## config.mk

```make
export PLATFORM = sky130hd
export DESIGN_NAME = memory_arbiter_rr
export DESIGN_NICKNAME = d
export VERILOG_FILES = /design/src/rtl/memory_arbiter_rr.sv
export SDC_FILE = /design/constraint.sdc
export NUM_CORES = 1
export LEC_CHECK = 0
export ABC_AREA = 0
export CELL_PAD_IN_SITES_DETAIL_PLACEMENT = 0
export CELL_PAD_IN_SITES_GLOBAL_PLACEMENT = 2
export CORE_MARGIN = 1
export CORE_UTILIZATION = 29
export DETAILED_ROUTE_END_ITERATION = 6
export PLACE_DENSITY = 0.91
export SETUP_SLACK_MARGIN = 0.5
export SLEW_MARGIN = 20
export SYNTH_ARGS = -nofsm -noshare
export SYNTH_HDL_FRONTEND = slang
export SYNTH_SLANG_ARGS = --single-unit
```

## constraint.sdc

```tcl
create_clock -name CLK -period 9.4 [get_ports CLK]
set_clock_uncertainty 0.1 [all_clocks]
set_input_delay 0.94 -clock CLK [delete_from_list [all_inputs] [get_ports CLK]]
set_output_delay 0.94 -clock CLK [all_outputs]
set_load 0.01 [all_outputs]
```

## src/rtl/memory_arbiter_rr.sv

```systemverilog
// Round-robin arbiter sharing one RAM port between CPUS cores, each with an
// instruction-read and a data read/write channel; one transaction in flight at a time.
module memory_arbiter_rr #(
    parameter int CPUS   = 2,
    parameter int WORD_W = 32
) (
    input  logic                         CLK,
    input  logic                         RST,
    input  logic [CPUS-1:0]              iREN,
    input  logic [CPUS-1:0]              dREN,
    input  logic [CPUS-1:0]              dWEN,
    input  logic [CPUS-1:0][WORD_W-1:0]  iaddr,
    input  logic [CPUS-1:0][WORD_W-1:0]  daddr,
    input  logic [CPUS-1:0][WORD_W-1:0]  dstore,
    output logic [CPUS-1:0]              iwait,
    output logic [CPUS-1:0]              dwait,
    output logic [CPUS-1:0][WORD_W-1:0]  iload,
    output logic [CPUS-1:0][WORD_W-1:0]  dload,
    output logic [WORD_W-1:0]            ramaddr,
    output logic [WORD_W-1:0]            ramstore,
    output logic                         ramREN,
    output logic                         ramWEN,
    input  logic [1:0]                   ramstate,
    input  logic [WORD_W-1:0]            ramload
);

    localparam int PW = (CPUS > 1) ? $clog2(CPUS) : 1;
    localparam logic [1:0] RS_ACCESS = 2'd2;
    localparam logic [1:0] RS_ERROR  = 2'd3;

    typedef enum logic {IDLE = 1'b0, ISSUE = 1'b1} state_t;

    state_t                      state, state_nxt;
    logic [PW-1:0]               rr_ptr;
    logic [PW-1:0]               gnt_core;
    logic                        gnt_d;
    logic                        gnt_wen;
    logic [WORD_W-1:0]           gnt_addr;
    logic [WORD_W-1:0]           gnt_store;
    logic [CPUS-1:0][WORD_W-1:0] iload_r;
    logic [CPUS-1:0][WORD_W-1:0] dload_r;

    logic [CPUS-1:0] d_req;
    logic [PW:0]     scan_sum;
    logic [PW-1:0]   scan_idx;
    logic [PW-1:0]   sel_core;
    logic            sel_d;
    logic            sel_any;
    logic            done;
    logic            gnt_live;
    logic            rd_done;
    logic [PW-1:0]   ptr_nxt;

    assign d_req = dREN | dWEN;

    // Scan cores starting at rr_ptr, wrapping; the data channel beats the instruction channel.
    always_comb begin
        sel_any  = 1'b0;
        sel_core = '0;
        sel_d    = 1'b0;
        scan_sum = '0;
        scan_idx = '0;
        for (int i = 0; i < CPUS; i++) begin
            scan_sum = {1'b0, rr_ptr} + (PW+1)'(i);
            if (scan_sum >= (PW+1)'(CPUS))
                scan_sum = scan_sum - (PW+1)'(CPUS);
            scan_idx = scan_sum[PW-1:0];
            if (!sel_any && (d_req[scan_idx] || iREN[scan_idx])) begin
                sel_any  = 1'b1;
                sel_core = scan_idx;
                sel_d    = d_req[scan_idx];
            end
        end
    end

    always_comb begin
        state_nxt = state;
        case (state)
            IDLE:    if (sel_any) state_nxt = ISSUE;
            ISSUE:   if (ramstate == RS_ACCESS || ramstate == RS_ERROR) state_nxt = IDLE;
            default: state_nxt = IDLE;
        endcase
    end

    assign done     = (state == ISSUE) && (ramstate == RS_ACCESS);
    assign gnt_live = gnt_d ? d_req[gnt_core] : iREN[gnt_core];
    // A requester that withdrew mid-transaction gets no load update.
    assign rd_done  = done && !gnt_wen && gnt_live;
    assign ptr_nxt  = (gnt_core == PW'(CPUS - 1)) ? '0 : gnt_core + PW'(1);

    assign ramREN   = (state == ISSUE) && !gnt_wen;
    assign ramWEN   = (state == ISSUE) && gnt_wen;
    assign ramaddr  = (state == ISSUE) ? gnt_addr  : '0;
    assign ramstore = (state == ISSUE) ? gnt_store : '0;

    always_comb begin
        dwait = d_req;
        iwait = iREN;
        dload = dload_r;
        iload = iload_r;
        if (done) begin
            if (gnt_d) begin
                dwait[gnt_core] = 1'b0;
                if (rd_done) dload[gnt_core] = ramload;
            end else begin
                iwait[gnt_core] = 1'b0;
                if (rd_done) iload[gnt_core] = ramload;
            end
        end
    end

    always_ff @(posedge CLK or posedge RST) begin
        if (RST) begin
            state     <= IDLE;
            rr_ptr    <= '0;
            gnt_core  <= '0;
            gnt_d     <= 1'b0;
            gnt_wen   <= 1'b0;
            gnt_addr  <= '0;
            gnt_store <= '0;
            iload_r   <= '0;
            dload_r   <= '0;
        end else begin
            state <= state_nxt;
            if (state == IDLE && sel_any) begin
                gnt_core  <= sel_core;
                gnt_d     <= sel_d;
                gnt_wen   <= sel_d && dWEN[sel_core];
                gnt_addr  <= sel_d ? daddr[sel_core] : iaddr[sel_core];
                gnt_store <= sel_d ? dstore[sel_core] : '0;
            end
            // An ERROR leaves rr_ptr alone so the failed requester is retried first.
            if (done)
                rr_ptr <= ptr_nxt;
            if (rd_done) begin
                if (gnt_d) dload_r[gnt_core] <= ramload;
                else       iload_r[gnt_core] <= ramload;
            end
        end
    end

endmodule

```

==> impl_metrics.ini, run 1 <==
[outcome]
outcome = complete, no violations

[yosys]
synth_area_um2 = 10510
synth_ff_type = dfrtp_1
synthCells = 847
avgSynthCellArea_um2 = 12.41
synthDistinctLibCells = 30
yosysWarnings = 0
synth_top_area_share_pct = 46.92
syn_nets = 1081
synth.yosys.seq_area_share_pct = 46.92
yosys.area.top_type = dfrtp_1
ys_top_cells_by_area = dfrtp_1 47%, mux2_2 27%, mux2i_1 9.2%
yosys_register_bits = 197
async_reset_ff_share_pct = 100.0
synth_edf_count = 0

[cts]
cts_setup_buffers = 0
hold_buffers = 0
cts_resized = 0
cts_num_sinks = 197
cts_buffers = 17
path_clk_slew_ns = 0.08
clkLatencyLatePin_ns = 0.43
cts-htree-levels = 4
cts_tree = built
root_buffer = clkbuf_16
clk_path_buf_depth = 2

[min_path]
min-delay-path-class = flop to flop
hp-start = gnt_store[15]

[worst_setup_path]
r2r_start = rr_ptr
cp.required_ns = 8.36
cp_slowest_cell = buf_4
worstSetupPathType = input pin to output pin
cp_data_arrival_time_ns = 3.78
critPathMaxFanout = 64
end_kind = output pin
startpoint_type = input pin
crit_path_start = ramstate[1]
crit_top_cell = clkdlybuf4s50_1
path_cells = clkdlybuf4s50_1 > nand3b_4 > nor2_1 > and4b_2 > buf_4 > mux2_2 > clkdlybuf4s50_1
critPathMaxStageDelay_ns = 0.64

[sta]
fmax_ghz = 0.2075
fin_setup_tns_ns = 0
min_period_ns = 4.819
setup_viol = 0
fin_crit_sh_pct = 51.26
finalMaxSlewViolations = 0
worst_pin_slew_ns = 0.9222
rsz0062_at_grt = false
final_hold_viol_count = 0
slew_headroom_pct = 38.52

[global_routing]
grt_max_degree = 122
grt-ovfl-total = 0
grt_pass1_vias = 7853
grt_pass1_wl_um = 45040
grt_usage_pct = 15.87
antenna_found_initial = 0

[routing]
wl_um = 30080
ant_nets = 0
drcViolationCount = 0
wl_per_cell_um = 17.51
drt_iter0_drc = 212
vias = 7966
viasPerCell = 4.637
dr.pass1.iters = 4

[floorplan]
num_rows = 69
ios = 432
start_util_pct = 29.54
die_w_um = 192.4
core_region_area_um2 = 35570
fp.dieH_um = 192.4
die-area_um2 = 37000

[power_and_ir_drop]
fin_total_pwr_mw = 3.628
power.density_nw_per_um2 = 230.6
p_leak_nw = 6.785
vdd_ir_drop_max_mv = 0.1219

[cells_and_area]
postLayoutCoreUtil_pct = 44.23
area_growth_pct = 49.71
n_fill_cell = 3343
layout-drive-gt1-share_pct = 24.18
nets = 1478
diodes = 0

[placement]
io_buffers = 431
gp_congestion = 0.8100
hpwl_um = 21860

[job]
drv_cap = 0
## report_power, final
group | total [mW] | internal (mW) | switching, mW
clock network | 0.739 | 0.390 | 0.348
logic | 1.61 | 1.00 | 0.604
registers | 1.28 | 1.14 | 0.142
## final cells by class
| cell class | count | area (um^2) | share of cell area, % |
|---|---|---|---|
| Multi-Input combinational cell | 584 | 5216 | 33.16 |
| Timing Repair Buffer | 441 | 4393 | 27.92 |
| Sequential cell | 197 | 4931 | 31.35 |
| Clock buffer | 20 | 456.7 | 2.903 |
| Tap cell | 461 | 576.8 | 3.667 |
| Inverter | 3 | 18.77 | 0.1193 |
| Clock inverter | 12 | 138.9 | 0.8828 |
## through the flow
| stage | instance area [um^2] | setup WS, ns | std cells | hold slack (ns) |
|---|---|---|---|---|
| after floorplan | 10510 | 2.991 | 847 | 0.3424 |
| after global placement | 15130 | 4.617 | 1686 | 0.3535 |
| after detailed placement | 15130 | 4.594 | 1686 | 0.3625 |
| after CTS | 15730 | 4.577 | 1718 | 0.3803 |
| after global routing | 15730 | 4.367 | 1718 | 0.3968 |
| final | 15730 | 4.581 | 1718 | 0.3717 |
## synthesized netlist by cell type, drive strengths merged (2+ instances only)
cell / instances
mux2: 256
dfrtp: 197
mux2i: 97
nand2: 72
and2: 65
buf: 40
o21ai: 37
o221ai: 32
clkbuf: 23
nor2: 5
a31oi: 4
inv: 3
nor2b: 2
nor3: 2
## cell usage in the layout (no fill, tap or decap), types with 2 or more instances in the layout
cell	instances
buf_4	9
nand2_1	71
nor2b_1	2
o221ai_1	32
clkinvlp_4	2
o21ai_0	37
nor3_1	2
clkbuf_8	2
mux2_2	252
nor2_1	4
clkbuf_16	17
mux2_1	4
clkdlybuf4s50_1	431
dfrtp_1	196
clkinv_8	2
and2_1	65
clkinv_4	2
mux2i_1	97
inv_6	5
inv_1	2
a31oi_1	4
## logic make-up after synthesis
logic type / after synthesis / synth area share (%)
AND/OR/NAND/NOR: 152 / 7.573
AO/OA/AOI/OAI: 79 / 5.085
flip-flops: 197 / 46.92
multiplexers: 353 / 36.68
buffers and inverters: 66 / 3.751
## flip-flops by register name (all words and copies together) (netlist names)
| register | cells |
|---|---|
| gnt_core | 1 |
| state | 1 |
| gnt_addr | 32 |
| gnt_store | 32 |
| rr_ptr | 1 |
| gnt_d | 1 |
| dload_r | 64 |
| iload_r | 64 |
| gnt_wen | 1 |
## final timing paths
kind | to | slack [ns] | cells after the start
min in group asynchronous | dload_r[29] | 1.01 | 2
max | iload[36] | 4.58 | 7
max reg2reg | gnt_addr[28] | 6.23 | 5
min reg2reg | gnt_store[15] | 0.37 | 2
max in group asynchronous | dload_r[47] | 6.95 | 3
min | gnt_store[15] | 0.37 | 2
## layer usage
metal	part of all wire [%]	GRT usage [%]	vias to the layer above
li1	-	-	3842
met1	42	19.35	3815
met2	49	27.17	287
met3	7.7	4.619	22
met4	1.4	4.179	0
met5	0	0	-
## worst max-delay path, delay by kind of cell
kind / cells / cell delay [ns]
buf+inv: 3 / 1.65
mux: 1 / 0.41
simple gates: 3 / 0.67
No activity file was read; power rests on OpenSTA's default activity.
==> run 2, diff against run 1 <==
Settings changed: CORE_UTILIZATION 29 to 24, PLACE_DENSITY 0.91 to 0.81.
Clock period 9.4 ns to 4.25 ns, I/O delays scaled along.
==> impl_metrics.ini, run 2 (same netlist as run 1, synthesis figures left out) <==
[min_path]
min-delay-path-class = input pin to async pin

[worst_setup_path]
r2r-end = gnt_addr[16]
startpoint_type = input pin
worstSetupPathType = input pin to output pin
cp_data_arrival_time_ns = 3.06
critPathMaxFanout = 18
end_kind = output pin
rr_worst_depth = 4
r2r_start = state
r2r_slack_ns = 1.78
cp.required_ns = 3.72

[placement]
io_buffers = 431
hpwl_um = 24190
gp_congestion = 0.7534

[sta]
fin_crit_sh_pct = 84.38
fmax_ghz = 0.2788
slew_headroom_pct = 38.64
rsz0062_at_grt = false
min_period_ns = 3.586
fin_setup_tns_ns = 0
setup_viol = 0
worst_pin_slew_ns = 0.9171
hold_slack_ns = 0.3467
finalMaxSlewViolations = 0
final_hold_viol_count = 0

[cts]
path_clk_slew_ns = 0.07
cts_buffers = 17
root_buffer = clkbuf_16
clk_path_buf_depth = 2
cts_num_sinks = 197
cts-htree-levels = 4
cts_setup_buffers = 0
cts_tree = built
clkLatencyLatePin_ns = 0.44

[global_routing]
grt-ovfl-total = 0
grt_pass1_vias = 8340
grt_usage_pct = 14.66
grt_max_degree = 129
antenna_found_initial = 0
grt_pass1_wl_um = 49810

[floorplan]
num_rows = 76
die_w_um = 211.2
ios = 432
fp.dieH_um = 211.2
die-area_um2 = 44620
start_util_pct = 24.34
core_region_area_um2 = 43170

[routing]
drt_iter0_drc = 336
dr.pass1.iters = 4
wl_per_cell_um = 17.70
drcViolationCount = 0
viasPerCell = 4.336
wl_um = 33010
vias = 8087
ant_nets = 0

[power_and_ir_drop]
p_sw_mw = 2.511
internal_power_mw = 5.637
clock_power_share_pct = 20.4
sw_frac_of_total_pct = 30.82
p_comb_share_pct = 44.8
power_frac_seq_pct = 34.8
power.density_nw_per_um2 = 504.3
p_leak_nw = 6.919
vdd_ir_drop_max_mv = 0.2337

[cells_and_area]
diodes = 0
layout-drive-gt1-share_pct = 25.62
layout_commonest_cell = clkdlybuf4s50_1
reg.largest.list = dload_r (64), iload_r (64)
n_fill_cell = 4326
nets = 1501
area_growth_pct = 53.77
mostFrequentLayoutCells = 431 x clkdlybuf4s50_1, 252 x mux2_2, 196 x dfrtp_1

[outcome]
outcome = complete, no violations

[job]
drv_cap = 0
-- run 2: changes by cell type in the layout (fill, tap and decap cells not counted) --
cell and delta:
and4b_2 -1, buf_6 -1, clkbuf_1 -1, buf_4 +16, inv_6 -3, buf_12 +8
and4b_4 +1, clkinvlp_4 +4
-- run 2: final cells by class --
class,instances,area [um^2],share of cell area [%]
Inverter,3,15.01,0.09292
Multi-Input combinational cell,584,5219,32.30
Timing Repair Buffer,464,4662,28.85
Clock buffer,19,452.9,2.803
Sequential cell,197,4931,30.52
Tap cell,585,732.0,4.530
Clock inverter,13,146.4,0.9060
-- run 2: worst max path at each step --
| stage | from | to | slack (ns) | cells past startpoint |
|---|---|---|---|---|
| final | ramstate[1] | iload[63] | 0.66 | 7 |
| after floorplan | RST | dload_r[0] | 1.18 | 1 |
| after CTS | ramstate[1] | iload[32] | 0.64 | 7 |
| after global routing | ramstate[1] | iload[32] | 0.59 | 7 |
| after global placement | ramstate[1] | iload[33] | 0.48 | 7 |
| after detailed placement | ramstate[1] | iload[32] | 0.47 | 7 |
-- run 2: timing repair --
action | in CTS | in global routing
resized for setup | 1 | 0
hold buffers | 0 | 0
setup endpoints to repair | 4 | 0
-- run 2: per-stage QoR --
| step | area [um^2] | cells | setup WS, ns | utilization [%] | power, mW |
|---|---|---|---|---|---|
| floorplan | 10510 | 847 | 1.179 | - | 4.622 |
| detailed placement | 15560 | 1833 | 0.4723 | 36.03 | 6.541 |
| finish | 16160 | 1865 | 0.6638 | 37.43 | 8.148 |
| global route | 16160 | 1865 | 0.5882 | 37.43 | 8.634 |
| global placement | 15560 | 1833 | 0.4792 | 36.03 | 6.505 |
| CTS | 16160 | 1865 | 0.6407 | 37.43 | 8.268 |
-- run 2: layer usage --
layer	up-vias	wire, um	global-route usage, %
li1	3883	-	-
met1	3912	14890	19.10
met2	281	15390	23.80
met3	11	2495	4.624
met4	0	238	2.849
met5	-	0	0
-- run 2: critical path, stage by stage --
cell and delay (ns):
clkdlybuf4s50_1 0.56, nand3b_4 0.16, nor2_1 0.29, and4b_4 0.55, buf_4 0.25, mux2_2 0.34, clkdlybuf4s50_1 0.48
-- run 2: power groups by stage --
stage | registers [mW] | clock network [mW] | logic, mW
2_1_floorplan | 2.76 | 0 | 1.86
3_3_place_gp | 2.86 | 0 | 3.65
3_5_place_dp | 2.87 | 0 | 3.67
4_1_cts | 2.84 | 1.74 | 3.70
5_1_grt | 2.92 | 1.81 | 3.90
6_report | 2.83 | 1.66 | 3.65
